## config.mk

```make
export PLATFORM = sky130hd
export DESIGN_NAME = mul_accumulator_unsigned
export DESIGN_NICKNAME = d
export VERILOG_FILES = /design/src/rtl/mul_accumulator_unsigned.sv
export SDC_FILE = /design/constraint.sdc
export NUM_CORES = 1
export LEC_CHECK = 0
export CELL_PAD_IN_SITES_DETAIL_PLACEMENT = 0
export CELL_PAD_IN_SITES_GLOBAL_PLACEMENT = 1
export CORE_ASPECT_RATIO = 1.5
export CORE_MARGIN = 4
export CORE_UTILIZATION = 39
export DETAILED_ROUTE_END_ITERATION = 7
export PLACE_DENSITY_LB_ADDON = 0.1
export SYNTH_ARGS = -nofsm -noshare
export SYNTH_HDL_FRONTEND = slang
export SYNTH_SLANG_ARGS = --single-unit
```

## constraint.sdc

```tcl
create_clock -name clk -period 3.4 [get_ports clk]
set_input_delay 0.85 -clock clk [delete_from_list [all_inputs] [get_ports clk]]
set_output_delay 0.85 -clock clk [all_outputs]
set_load 0.01 [all_outputs]
```

## src/rtl/mul_accumulator_unsigned.sv

```systemverilog
// rtl/mul_accumulator_unsigned.sv - dot-product accumulator stage behind multiplier_unsigned
//
// Sums the unsigned product stream from multiplier_unsigned into one result per vector.
// Each vector ends on a last-term marker. The upstream valid/last pair is delayed by
// MUL_LATENCY stages so that it lines up with the matching product on p. Each finished
// vector is presented on a single valid/ready output register.
//
// Parameters
//   BITWIDTH_INPUT  operand width of the upstream multiplier (product is 2*BITWIDTH_INPUT)
//   MUL_LATENCY     multiplier pipeline depth, 1..16
//   ACC_GUARD_BITS  extra accumulator MSBs; ACC_W = 2*BITWIDTH_INPUT + ACC_GUARD_BITS
//   BITWIDTH_LEN    width of the term counter
//
// Ports
//   clk           in   rising-edge clock
//   rstn          in   asynchronous active-low reset
//   in_valid      in   a/b presented to the multiplier this cycle form a valid term
//   in_last       in   with in_valid: this term closes the vector
//   p             in   product q from multiplier_unsigned
//   out_valid     out  out_sum/out_count/out_overflow hold a finished vector
//   out_ready     in   consumer takes the result when out_valid && out_ready
//   out_sum       out  accumulated sum of the vector
//   out_count     out  number of terms in the vector, saturating at all-ones
//   out_overflow  out  the sum carried out of ACC_W bits during the vector
//   drop_err      out  sticky: a finished vector was discarded because the output was held
//
// Configuration
//   MUL_ACC_SATURATE_EN  defined: the accumulator clamps to all-ones on overflow.
//                        undefined: the accumulator wraps modulo 2^ACC_W.

module mul_accumulator_unsigned #(
  parameter int BITWIDTH_INPUT = 32,
  parameter int MUL_LATENCY    = 2,
  parameter int ACC_GUARD_BITS = 8,
  parameter int BITWIDTH_LEN   = 16,
  localparam int PROD_W        = 2 * BITWIDTH_INPUT,
  localparam int ACC_W         = PROD_W + ACC_GUARD_BITS
) (
  input  logic                    clk,
  input  logic                    rstn,
  input  logic                    in_valid,
  input  logic                    in_last,
  input  logic [PROD_W-1:0]       p,
  output logic                    out_valid,
  input  logic                    out_ready,
  output logic [ACC_W-1:0]        out_sum,
  output logic [BITWIDTH_LEN-1:0] out_count,
  output logic                    out_overflow,
  output logic                    drop_err
);

  typedef enum logic {
    IDLE  = 1'b0,
    ACCUM = 1'b1
  } state_t;

  // Delay line: stage 0 captures the term marker on the same edge the multiplier samples
  // a/b, so the last stage is valid on the cycle its product appears on p.
  logic [MUL_LATENCY-1:0] dly_valid;
  logic [MUL_LATENCY-1:0] dly_last;

  always_ff @(posedge clk or negedge rstn) begin
    if (!rstn) begin
      dly_valid <= '0;
      dly_last  <= '0;
    end else begin
      dly_valid[0] <= in_valid;
      dly_last[0]  <= in_valid & in_last;
      for (int i = 1; i < MUL_LATENCY; i++) begin
        dly_valid[i] <= dly_valid[i-1];
        dly_last[i]  <= dly_last[i-1];
      end
    end
  end

  logic d_valid;
  logic d_last;

  assign d_valid = dly_valid[MUL_LATENCY-1];
  assign d_last  = dly_last[MUL_LATENCY-1];

  // Accumulation state
  state_t                  state;
  logic [ACC_W-1:0]        acc;
  logic [BITWIDTH_LEN-1:0] count;
  logic                    ovf;

  // Next values for the current term; used both to continue a vector and as the
  // finished result when the term is the last one.
  logic [ACC_W:0]          sum_ext;
  logic                    carry;
  logic [ACC_W-1:0]        acc_base;
  logic [ACC_W-1:0]        acc_next;
  logic                    ovf_next;
  logic [BITWIDTH_LEN-1:0] count_next;

  always_comb begin
    acc_base = (state == ACCUM) ? acc : '0;
    sum_ext  = {1'b0, acc_base} + {{(ACC_GUARD_BITS + 1){1'b0}}, p};
    carry    = sum_ext[ACC_W];
`ifdef MUL_ACC_SATURATE_EN
    // Once clamped, acc is all-ones; any further non-zero product carries again and
    // re-clamps, so the value stays pinned until the vector ends.
    acc_next = carry ? {ACC_W{1'b1}} : sum_ext[ACC_W-1:0];
`else
    acc_next = sum_ext[ACC_W-1:0];
`endif
    ovf_next = ((state == ACCUM) & ovf) | carry;
    if (state == IDLE) begin
      count_next = BITWIDTH_LEN'(1);
    end else if (&count) begin
      count_next = count;
    end else begin
      count_next = count + BITWIDTH_LEN'(1);
    end
  end

  // Output register handshake
  logic finish;
  logic pop;
  logic load;
  logic drop;

  assign finish = d_valid & d_last;
  assign pop    = out_valid & out_ready;
  // A finishing vector can take the register when it is empty or being emptied now.
  assign load   = finish & (~out_valid | out_ready);
  // The multiplier cannot stall, so a result with nowhere to go is lost.
  assign drop   = finish & out_valid & ~out_ready;

  always_ff @(posedge clk or negedge rstn) begin
    if (!rstn) begin
      state        <= IDLE;
      acc          <= '0;
      count        <= '0;
      ovf          <= 1'b0;
      out_valid    <= 1'b0;
      out_sum      <= '0;
      out_count    <= '0;
      out_overflow <= 1'b0;
      drop_err     <= 1'b0;
    end else begin
      if (d_valid) begin
        if (d_last) begin
          state <= IDLE;
          acc   <= '0;
          count <= '0;
          ovf   <= 1'b0;
        end else begin
          state <= ACCUM;
          acc   <= acc_next;
          count <= count_next;
          ovf   <= ovf_next;
        end
      end

      if (load) begin
        out_valid    <= 1'b1;
        out_sum      <= acc_next;
        out_count    <= count_next;
        out_overflow <= ovf_next;
      end else if (pop) begin
        out_valid    <= 1'b0;
        out_sum      <= '0;
        out_count    <= '0;
        out_overflow <= 1'b0;
      end

      if (drop) begin
        drop_err <= 1'b1;
      end
    end
  end

endmodule
```

==> impl_metrics.tcl, run 1 <==
set metrics [dict create \
    die_h_um 218 \
    dp_hpwl_um 26400 \
    maxCapViolCount 0 \
    hp-class "reg -> reg" \
    status "finished, final reports clean" \
    rows 76 \
    initial_utilization 0.396 \
    synthTopCellsByArea "dfrtp_1, ha_1, a22o_1" \
    skew_ns 0.0101 \
    synth.top_cell.area_share 0.405 \
    period_minus_slack_ns 3.35 \
    die_x_um 148 \
    totalWireLength_um 35700 \
    leakagePower_uw 0.00743 \
    cts_made_buffers 17 \
    syn-instance-count 1241 \
    place_congestion 0.855 \
    ir_drop_mv 0.491 \
    synthDistinctLibCells 66 \
    grt_usage 0.227 \
    numPortBuffers 159 \
    syn_area_per_cell_um2 9.20 \
    antenna_cells 0 \
    rsz0062_at_grt "true" \
    synth.top_cells.by_count "dfrtp_1, nand2_1, a21oi_1" \
    hold_viol 0 \
    r2r_cells 14 \
    yosysSeqAreaShare 0.405 \
    slew_violations 0 \
    cts_tree "done" \
    viasPerCell 5.30 \
    cp_max_fo 5 \
    ys.flop_type "dfrtp_1" \
    final_cells 1992 \
    whs_path_depth 0 \
    drt_first_pass_iters 5 \
    power-per-cell-area_nw_per_um2 825 \
    async_reset_ff_frac 1.00 \
    nNetsFinal 1724 \
    cts_root_buf "clkbuf_16" \
    wl_per_cell_um 17.9 \
    cp.required_ns 3.73 \
    clk_pin_slew_ns 0.07 \
    grt_pass1_wl_um 58700 \
    cts_hold_buf 0 \
    core_area_um2 28800 \
    worstHoldStart "dly_valid[0]$_DFF_PN0_" \
    synth_top_cell_by_area "dfrtp_1" \
    crit_start "p[14]" \
    die_area_um2 32100 \
    drive_above_1_share 0.240 \
    syn_to_final_growth_pct 42.5 \
    dp_cells 1946 \
    grt_pass1_vias 11100 \
    fmax_mhz 299 \
    gr-total-overflow 0 \
    cts_sinks 185 \
    fin_util 0.565 \
    synth_edf_count 0 \
    clockBufferDepth 2 \
    clk_latency_ns 0.46 \
    rr_startpoint "state$_DFFE_PN0P_" \
    tightest_slew_ns 0.710 \
    synth_most_common_cell "dfrtp_1" \
    drtIter0Drc 474 \
    antenna_found_initial 0 \
    cp.arrival_ns 3.67 \
    slew_headroom 0.527 \
    start_kind "primary input" \
    grt_max_degree 90 \
    htree_num_levels 4 \
    ant_nets 0 \
    ios 160 \
    vias 10600 \
    yosysWarnings 0 \
    route.detailed.drc 0 \
    syn-num-nets 1376 \
    synth-seq-cells 185 \
    worstSetupPathType "in -> reg" \
    end_kind "flip-flop" \
    synth_area_um2 11400 \
    post-route-period-util 0.984 \
    finalSetupViolCount 0 \
    hold_slack_ns 0.351 \
]
-- through the flow --
| stage | worst slack [ns] | setup TNS, ns | cell area, um^2 | power, uW |
|---|---|---|---|---|
| finish | 0.0542 | 0 | 16300 | 13400 |
| global route | -0.0418 | -0.144 | 16300 | 14400 |
| CTS | -0.0203 | -0.0379 | 16000 | 13200 |
| detailed placement | -0.757 | -59.45 | 15000 | 10800 |
| global placement | -0.718 | -55.95 | 15000 | 10800 |
| floorplan | 0.0263 | 0 | 11400 | 7370 |
-- placed cells by master (no fill, tap or decap), types with 8 or more instances in the layout --
| master | Yosys | routed |
|---|---|---|
| o21ai_2 | 3 | 10 |
| clkdlybuf4s50_1 | 0 | 147 |
| a21oi_2 | 5 | 17 |
| o21bai_1 | 16 | 14 |
| dfrtp_1 | 185 | 184 |
| and3_1 | 12 | 12 |
| xnor2_1 | 57 | 50 |
| nand3_1 | 22 | 21 |
| nand4_1 | 25 | 25 |
| ha_4 | 0 | 15 |
| clkbuf_16 | 0 | 17 |
| o22ai_1 | 8 | 8 |
| nand2_1 | 137 | 136 |
| nor3_1 | 11 | 8 |
| o21ai_0 | 89 | 72 |
| o21a_1 | 10 | 9 |
| o21ai_1 | 16 | 25 |
| a21oi_1 | 92 | 75 |
| xor2_1 | 24 | 22 |
| a21o_1 | 39 | 39 |
| inv_1 | 29 | 29 |
| o2bb2ai_1 | 31 | 31 |
| buf_4 | 0 | 230 |
| ha_1 | 65 | 48 |
| and2_1 | 69 | 62 |
| a22o_1 | 73 | 73 |
| nor2_1 | 62 | 58 |
-- worst max-delay path: stages --
cell and delay [ns]:
clkdlybuf4s50_1 0.45, ha_4 0.32, nand2_2 0.08, or4_4 0.50
nor3_4 0.19, a21oi_2 0.09, buf_6 0.14, o31a_1 0.27
o21a_4 0.25, o211ai_1 0.26, xnor2_1 0.19, o2bb2ai_1 0.09
-- power by group --
part           switching [uW]  leakage, uW  total [uW]  internal, uW
sequential                425      0.00241        3380          2960
clock                     968     0.000276        2000          1030
combinational            3880      0.00474        8060          4180
total                    5270      0.00743       13400          8160
-- what timing repair did --
action / 4_1_cts / 5_1_grt
endpoints found under the setup margin: 83 / 86
gates resized for setup: 67 / 65
pin swaps: 26 / 37
buffers inserted: 8 / 6
-- flip-flops by register name, summed over array words and instances, names as in the netlist --
| register | flops |
|---|---|
| dly_last | 2 |
| out_valid | 1 |
| out_count | 16 |
| out_overflow | 1 |
| acc | 72 |
| state | 1 |
| drop_err | 1 |
| out_sum | 72 |
| count | 16 |
| dly_valid | 2 |
| ovf | 1 |
-- cells by family (layout without fill, tap and decap cells) --
kind of cell | after synthesis | in the layout | share of synthesized area
and+or+nand+nor | 363 | 363 | 0.154
xor gates and xnor gates | 81 | 81 | 0.0621
AOI/OAI and AO/OA | 445 | 445 | 0.271
buffers and inverters | 99 | 460 | 0.0332
adders and majority gates | 66 | 66 | 0.0730
DFF | 185 | 185 | 0.405
muxes | 2 | 2 | 0.00175
-- routing by layer --
layer	track usage	up-vias	share of wire
met5	0	-	0
met4	0.0771	0	0.026
met3	0.0335	49	0.030
met2	0.392	174	0.50
met1	0.291	5149	0.45
li1	-	5195	-
-- worst paths after layout --
kind	end	slack, ns
hold reg to reg	dly_valid[1]$_DFF_PN0_	0.35
setup reg to reg	acc[55]$_DFFE_PN0P_	0.07
max in group asynchronous	out_sum[58]$_DFFE_PN0P_	2.19
hold / removal	dly_valid[1]$_DFF_PN0_	0.35
min in group asynchronous	out_count[9]$_DFFE_PN0P_	0.42
setup / recovery	acc[55]$_DFFE_PN0P_	0.05
-- layout make-up --
class                      instances  area [um^2]
timing repair buffer             398         3480
sequential                       185         4630
tap                              390          488
inverter                          30          113
clock inverter                    13          133
clock buffer                      19          433
multi-input combinational        957         7000
fill                            2634        12500
(Power assumes the default switching activity.)
==> inputs of run 2 (changes only) <==
--- a/config.mk
+++ b/config.mk
@@ -7,7 +7,7 @@
 export LEC_CHECK = 0
 export CELL_PAD_IN_SITES_DETAIL_PLACEMENT = 0
 export CELL_PAD_IN_SITES_GLOBAL_PLACEMENT = 1
-export CORE_ASPECT_RATIO = 1.5
+export CORE_ASPECT_RATIO = 1.2
 export CORE_MARGIN = 4
 export CORE_UTILIZATION = 39
 export DETAILED_ROUTE_END_ITERATION = 7
@@ -15,3 +15,4 @@
 export SYNTH_ARGS = -nofsm -noshare
 export SYNTH_HDL_FRONTEND = slang
 export SYNTH_SLANG_ARGS = --single-unit
+export TNS_END_PERCENT = 30
==> run 2 against run 1 <==
- the run now ends with negative setup slack left
- count of clock-buffer cells in the layout is the same
- cell count barely moved
- die area decreased by 0.14%
- core utilization about the same
- critical path depth up 2
- sequential share of layout area is essentially flat
- fmax down 4.6%
- worst setup slack got worse by 0.16 ns
- worst hold slack worse by 0.0013 ns
- critical path type unchanged
- highest routed layer unchanged
==> impl_metrics.tcl, run 2 (same netlist as run 1, synthesis figures left out) <==
set metrics [dict create \
    numPortBuffers 159 \
    min_to "dly_valid[1]$_DFF_PN0_" \
    period_minus_slack_ns 3.51 \
    max_stage_delay_ns 0.57 \
    cp.required_ns 3.73 \
    viasPerCell 5.35 \
    hp-class "reg -> reg" \
    worstSetupPathType "in -> reg" \
    rows 68 \
    place_congestion 0.864 \
    vias 10700 \
    antenna_cells 0 \
    totalWireLength_um 35900 \
    gr-total-overflow 0 \
    cp_top_family "compound AO/OA/AOI/OAI gates" \
    clockBufferDepth 2 \
    slew_headroom 0.427 \
    rr_startpoint "state$_DFFE_PN0P_" \
    layout_common_cells "buf_4, dfrtp_1, clkdlybuf4s50_1" \
    dp_hpwl_um 26500 \
    grt_usage 0.220 \
    status "finished with violations" \
    tightest_slew_ns 0.858 \
    worstHoldStart "dly_valid[0]$_DFF_PN0_" \
    ant_nets 0 \
    wl_per_cell_um 18.0 \
    final_common_cell "buf_4" \
    drive_above_1_share 0.238 \
    top_regs "acc (72), out_sum (72)" \
    slew_violations 0 \
    cts_root_buf "clkbuf_16" \
    dp_cells 1948 \
    htree_num_levels 4 \
    fmax_mhz 285 \
    r2r_cells 16 \
    syn_to_final_growth_pct 42.7 \
    cts_hold_buf 0 \
    leakagePower_uw 0.00739 \
    drt_first_pass_iters 5 \
    hold_slack_ns 0.350 \
    ios 160 \
    grt_pass1_vias 10600 \
    maxCapViolCount 0 \
    cts_sinks 185 \
    cp_num_cells 14 \
    violations "negative setup slack" \
    cts_made_buffers 17 \
    nNetsFinal 1730 \
    crit_slowest_cell "o41ai_4" \
    route.detailed.drc 0 \
    antenna_found_initial 0 \
    crit_chain "clkdlybuf4s50_1, ha_4, nand3_1, o221ai_4, a21oi_4, o21ai_4, a31oi_4, buf_6, nor2_4, a311oi_4, o41ai_4, xnor2_1, o21ai_1, a22o_1" \
    timing.reg2reg.setup_slack_ns -0.08 \
    cts_tree "done" \
    whs_path_depth 0 \
    clk_pin_slew_ns 0.07 \
    pre_cts_slack_ns -0.815 \
    post-route-period-util 1.03 \
    final_cells 1993 \
    finalSetupViolCount 8 \
    drtIter0Drc 539 \
    core_area_um2 28800 \
    die_x_um 164 \
    initial_utilization 0.396 \
    grt_max_degree 69 \
    start_kind "primary input" \
    cp.arrival_ns 3.83 \
    grt_pass1_wl_um 56800 \
    die_area_um2 32100 \
    rr_endpoint "acc[64]$_DFFE_PN0P_" \
    layout_setup_ws_ns -0.106 \
    end_kind "flip-flop" \
    cp_max_fo 6 \
    die_h_um 195 \
    skew_ns 0.0163 \
    ir_drop_mv 0.380 \
    rsz0062_at_grt "true" \
    power-per-cell-area_nw_per_um2 824 \
    cp.buffers_inverters 2 \
    clk_latency_ns 0.44 \
    hold_viol 0 \
]
run 2: how the worst max path moves through the flow:
stage,startpoint,endpoint,slack [ns]
finish,p[5],acc[64]$_DFFE_PN0P_,-0.11
floorplan,state$_DFFE_PN0P_,acc[62]$_DFFE_PN0P_,0.03
global placement,p[0],acc[62]$_DFFE_PN0P_,-0.78
global route,state$_DFFE_PN0P_,acc[68]$_DFFE_PN0P_,-0.25
CTS,p[5],out_sum[68]$_DFFE_PN0P_,-0.09
detailed placement,p[0],acc[62]$_DFFE_PN0P_,-0.82
run 2: power by group:
part / switching [uW] / internal (uW)
sequential: 426 / 2950
clock: 992 / 993
combinational: 3860 / 4200
total: 5280 / 8150
run 2: final cells by class:
| type | instances | area, um^2 |
|---|---|---|
| Clock buffer | 19 | 443 |
| Timing Repair Buffer | 404 | 3500 |
| Sequential cell | 185 | 4630 |
| Inverter | 30 | 113 |
| Clock inverter | 13 | 126 |
| Fill cell | 2629 | 12500 |
| Tap cell | 385 | 482 |
| Multi-Input combinational cell | 957 | 7000 |
run 2: worst register-to-register path, cell delays in order (launching register included):
cell,delay [ns]
dfrtp_2,0.43
buf_12,0.17
buf_4,0.15
and2_4,0.14
ha_4,0.26
nand3_1,0.13
o221ai_4,0.22
a21oi_4,0.11
o21ai_4,0.19
a31oi_4,0.14
buf_6,0.15
nor2_4,0.15
a311oi_4,0.14
o41ai_4,0.57
xnor2_1,0.18
o21ai_1,0.08
a22o_1,0.17
run 2: what timing repair did:
item | 4_1_cts | 5_1_grt
gates resized for setup | 39 | 80
setup endpoints to repair | 82 | 78
buffers inserted | 4 | 9
endpoints found under the hold margin | 0 | 0
pin swaps | 26 | 49
run 2: stage by stage:
step	util	TNS (ns)	total power [uW]	instance area, um^2
3_5_place_dp	0.522	-55.58	10800	15100
5_1_grt	0.565	-4.70	14400	16300
4_1_cts	0.548	-0.229	13100	15800
2_1_floorplan	-	0	7370	11400
6_report	0.565	-0.439	13400	16300
3_3_place_gp	0.522	-51.94	10800	15100
run 2: routing by layer:
metal / up-vias / part of all wire / GRT usage / routed length, um
met5: - / 0 / 0 / 0
met4: 0 / 0.018 / 0.0559 / 658
met3: 38 / 0.037 / 0.0395 / 1340
met2: 210 / 0.48 / 0.357 / 17200
met1: 5211 / 0.46 / 0.303 / 16600
li1: 5212 / - / - / -
==> inputs of run 3 (changes only) <==
--- a/config.mk
+++ b/config.mk
@@ -9,7 +9,7 @@
 export CELL_PAD_IN_SITES_GLOBAL_PLACEMENT = 1
 export CORE_ASPECT_RATIO = 1.2
 export CORE_MARGIN = 4
-export CORE_UTILIZATION = 39
+export CORE_UTILIZATION = 40
 export DETAILED_ROUTE_END_ITERATION = 7
 export PLACE_DENSITY_LB_ADDON = 0.1
 export SYNTH_ARGS = -nofsm -noshare
==> constraint.sdc (replaced) <==
create_clock -name clk -period 4.21 [get_ports clk]
set_input_delay 1.0525 -clock clk [delete_from_list [all_inputs] [get_ports clk]]
set_output_delay 1.0525 -clock clk [all_outputs]
set_load 0.01 [all_outputs]
==> run 3 against run 2 <==
- the run now ends clean
- wire length fell by 5.2%
- core utilization fell by 4.7 points
- sequential cell count did not move
- sequential share of layout area rose by 3.4 points
- global-route usage barely moved
- critical endpoint is now acc[67]$_DFFE_PN0P_
- worst hold slack barely moved
- cell count fell by 8.1%
- power fell by 28%
- cell area fell by 11%
- first-iteration DRC count rose by 9.3%
==> impl_metrics.tcl, run 3 (same netlist as run 1, synthesis figures left out) <==
set metrics [dict create \
    die_area_um2 31300 \
    rsz0062_at_grt "false" \
    final_cells 1831 \
    dp_hpwl_um 24700 \
    initial_utilization 0.407 \
    cp_max_fo 6 \
    die_h_um 193 \
    viasPerCell 5.47 \
    power_uw 9670 \
    core_area_um2 28100 \
    ant_nets 0 \
    end_kind "flip-flop" \
    tightest_slew_ns 0.937 \
    wl_per_cell_um 18.6 \
    grt_pass1_wl_um 55500 \
    cts_sinks 185 \
    dp_cells 1799 \
    slew_violations 0 \
    vias 10000 \
    post-route-period-util 0.935 \
    antenna_found_initial 0 \
    htree_num_levels 4 \
    start_kind "primary input" \
    clockBufferDepth 2 \
    skew_ns 0.0145 \
    place_congestion 0.893 \
    gr-total-overflow 0 \
    hp-class "reg -> reg" \
    p_sw_uw 3890 \
    syn_to_final_growth_pct 27.4 \
    dpl-instance-area_um2 13900 \
    timing.reg2reg.setup_slack_ns 0.38 \
    cp.required_ns 4.53 \
    fmax_mhz 254 \
    final_area_um2 14600 \
    drtIter0Drc 589 \
    antenna_cells 0 \
    grt_pass1_vias 10400 \
    final_common_cell "dfrtp_1" \
    cts_tree "done" \
    grt_usage 0.220 \
    route.detailed.drc 0 \
    grt_max_degree 88 \
    maxCapViolCount 0 \
    finalSetupViolCount 0 \
    numPortBuffers 159 \
    nNetsFinal 1574 \
    drt_first_pass_iters 5 \
    worstSetupPathType "in -> reg" \
    ir_drop_mv 0.330 \
    p_seq_frac 0.282 \
    ios 160 \
    layout_common_cells "dfrtp_1, clkdlybuf4s50_1, nand2_1" \
    cts_hold_buf 0 \
    leakagePower_uw 0.00653 \
    clockPowerShare 0.173 \
    rows 67 \
    cp.arrival_ns 4.26 \
    p_comb_frac 0.545 \
    cts_root_buf "clkbuf_16" \
    top_regs "acc (72), out_sum (72)" \
    die_x_um 162 \
    clk_latency_ns 0.44 \
    swShare 0.402 \
    power-per-cell-area_nw_per_um2 664 \
    clk_pin_slew_ns 0.08 \
    cts_made_buffers 17 \
    period_minus_slack_ns 3.94 \
    p_int_uw 5780 \
    status "finished, final reports clean" \
    drive_above_1_share 0.109 \
    hold_viol 0 \
    slew_headroom 0.373 \
    totalWireLength_um 34000 \
]
## run 3: changes by cell type in the layout (fill, tap and decap cells not counted), moves of 10 or more
cell | before | now
a21oi_1 | 76 | 89
a21oi_2 | 17 | 7
buf_4 | 236 | 86
ha_1 | 46 | 65
ha_4 | 18 | 0
o21ai_0 | 74 | 89
## run 3: worst paths after layout
kind / end / cells after the start / startpoint
max reg2reg: acc[66]$_DFFE_PN0P_ / 14 / state$_DFFE_PN0P_
max in group asynchronous: acc[62]$_DFFE_PN0P_ / 2 / rstn
min reg2reg: dly_valid[1]$_DFF_PN0_ / 0 / dly_valid[0]$_DFF_PN0_
max: acc[67]$_DFFE_PN0P_ / 13 / p[1]
min: dly_valid[1]$_DFF_PN0_ / 0 / dly_valid[0]$_DFF_PN0_
min in group asynchronous: out_count[9]$_DFFE_PN0P_ / 1 / rstn
## run 3: what timing repair did
| action | 4_1_cts | 5_1_grt |
|---|---|---|
| endpoints found under the setup margin | 0 | 4 |
| resized for setup | 0 | 3 |
| setup buffers | 0 | 0 |
## run 3: through the flow
| stage | setup WS, ns | util | setup TNS (ns) | hold slack [ns] |
|---|---|---|---|---|
| after CTS | 0.164 | 0.518 | 0 | 0.350 |
| after detailed placement | -0.260 | 0.497 | -3.33 | 0.338 |
| after global routing | 0.0277 | 0.518 | 0 | 0.360 |
| after floorplan | 0.553 | - | 0 | 0.331 |
| final | 0.272 | 0.518 | 0 | 0.349 |
| after global placement | -0.157 | 0.497 | -1.17 | 0.335 |
## run 3: per-layer routing
layer,GRT usage,vias up,part of all wire
met1,0.312,4901,0.48
met3,0.0315,20,0.038
met5,0,-,0
met4,0.0439,0,0.0095
met2,0.363,196,0.47
li1,-,4894,-
## run 3: final cells by class
| class | instances | area, um^2 |
|---|---|---|
| tap | 379 | 474 |
| sequential | 185 | 4630 |
| clock inverter | 13 | 150 |
| fill | 2645 | 13500 |
| timing repair buffer | 248 | 2300 |
| multi-input combinational | 957 | 6440 |
| inverter | 30 | 113 |
| clock buffer | 19 | 443 |
## run 3: power by group through the flow
stage | clock network, uW | logic [uW] | registers (uW)
2_1_floorplan | 0 | 3130 | 2820
3_3_place_gp | 0 | 5250 | 2750
3_5_place_dp | 0 | 5250 | 2760
4_1_cts | 1700 | 5290 | 2730
5_1_grt | 1770 | 5810 | 2810
6_report | 1670 | 5270 | 2730
## run 3: critical path, cell delays in order
cell             delay [ns]
clkdlybuf4s50_1        0.47
ha_1                   0.31
a21o_1                 0.12
a21oi_2                0.07
o211ai_1               0.28
a221o_2                0.25
a21oi_4                0.07
o41a_4                 0.39
o21ai_2                0.43
a211o_1                0.32
nand4_1                0.19
a21oi_1                0.18
o22ai_1                0.10
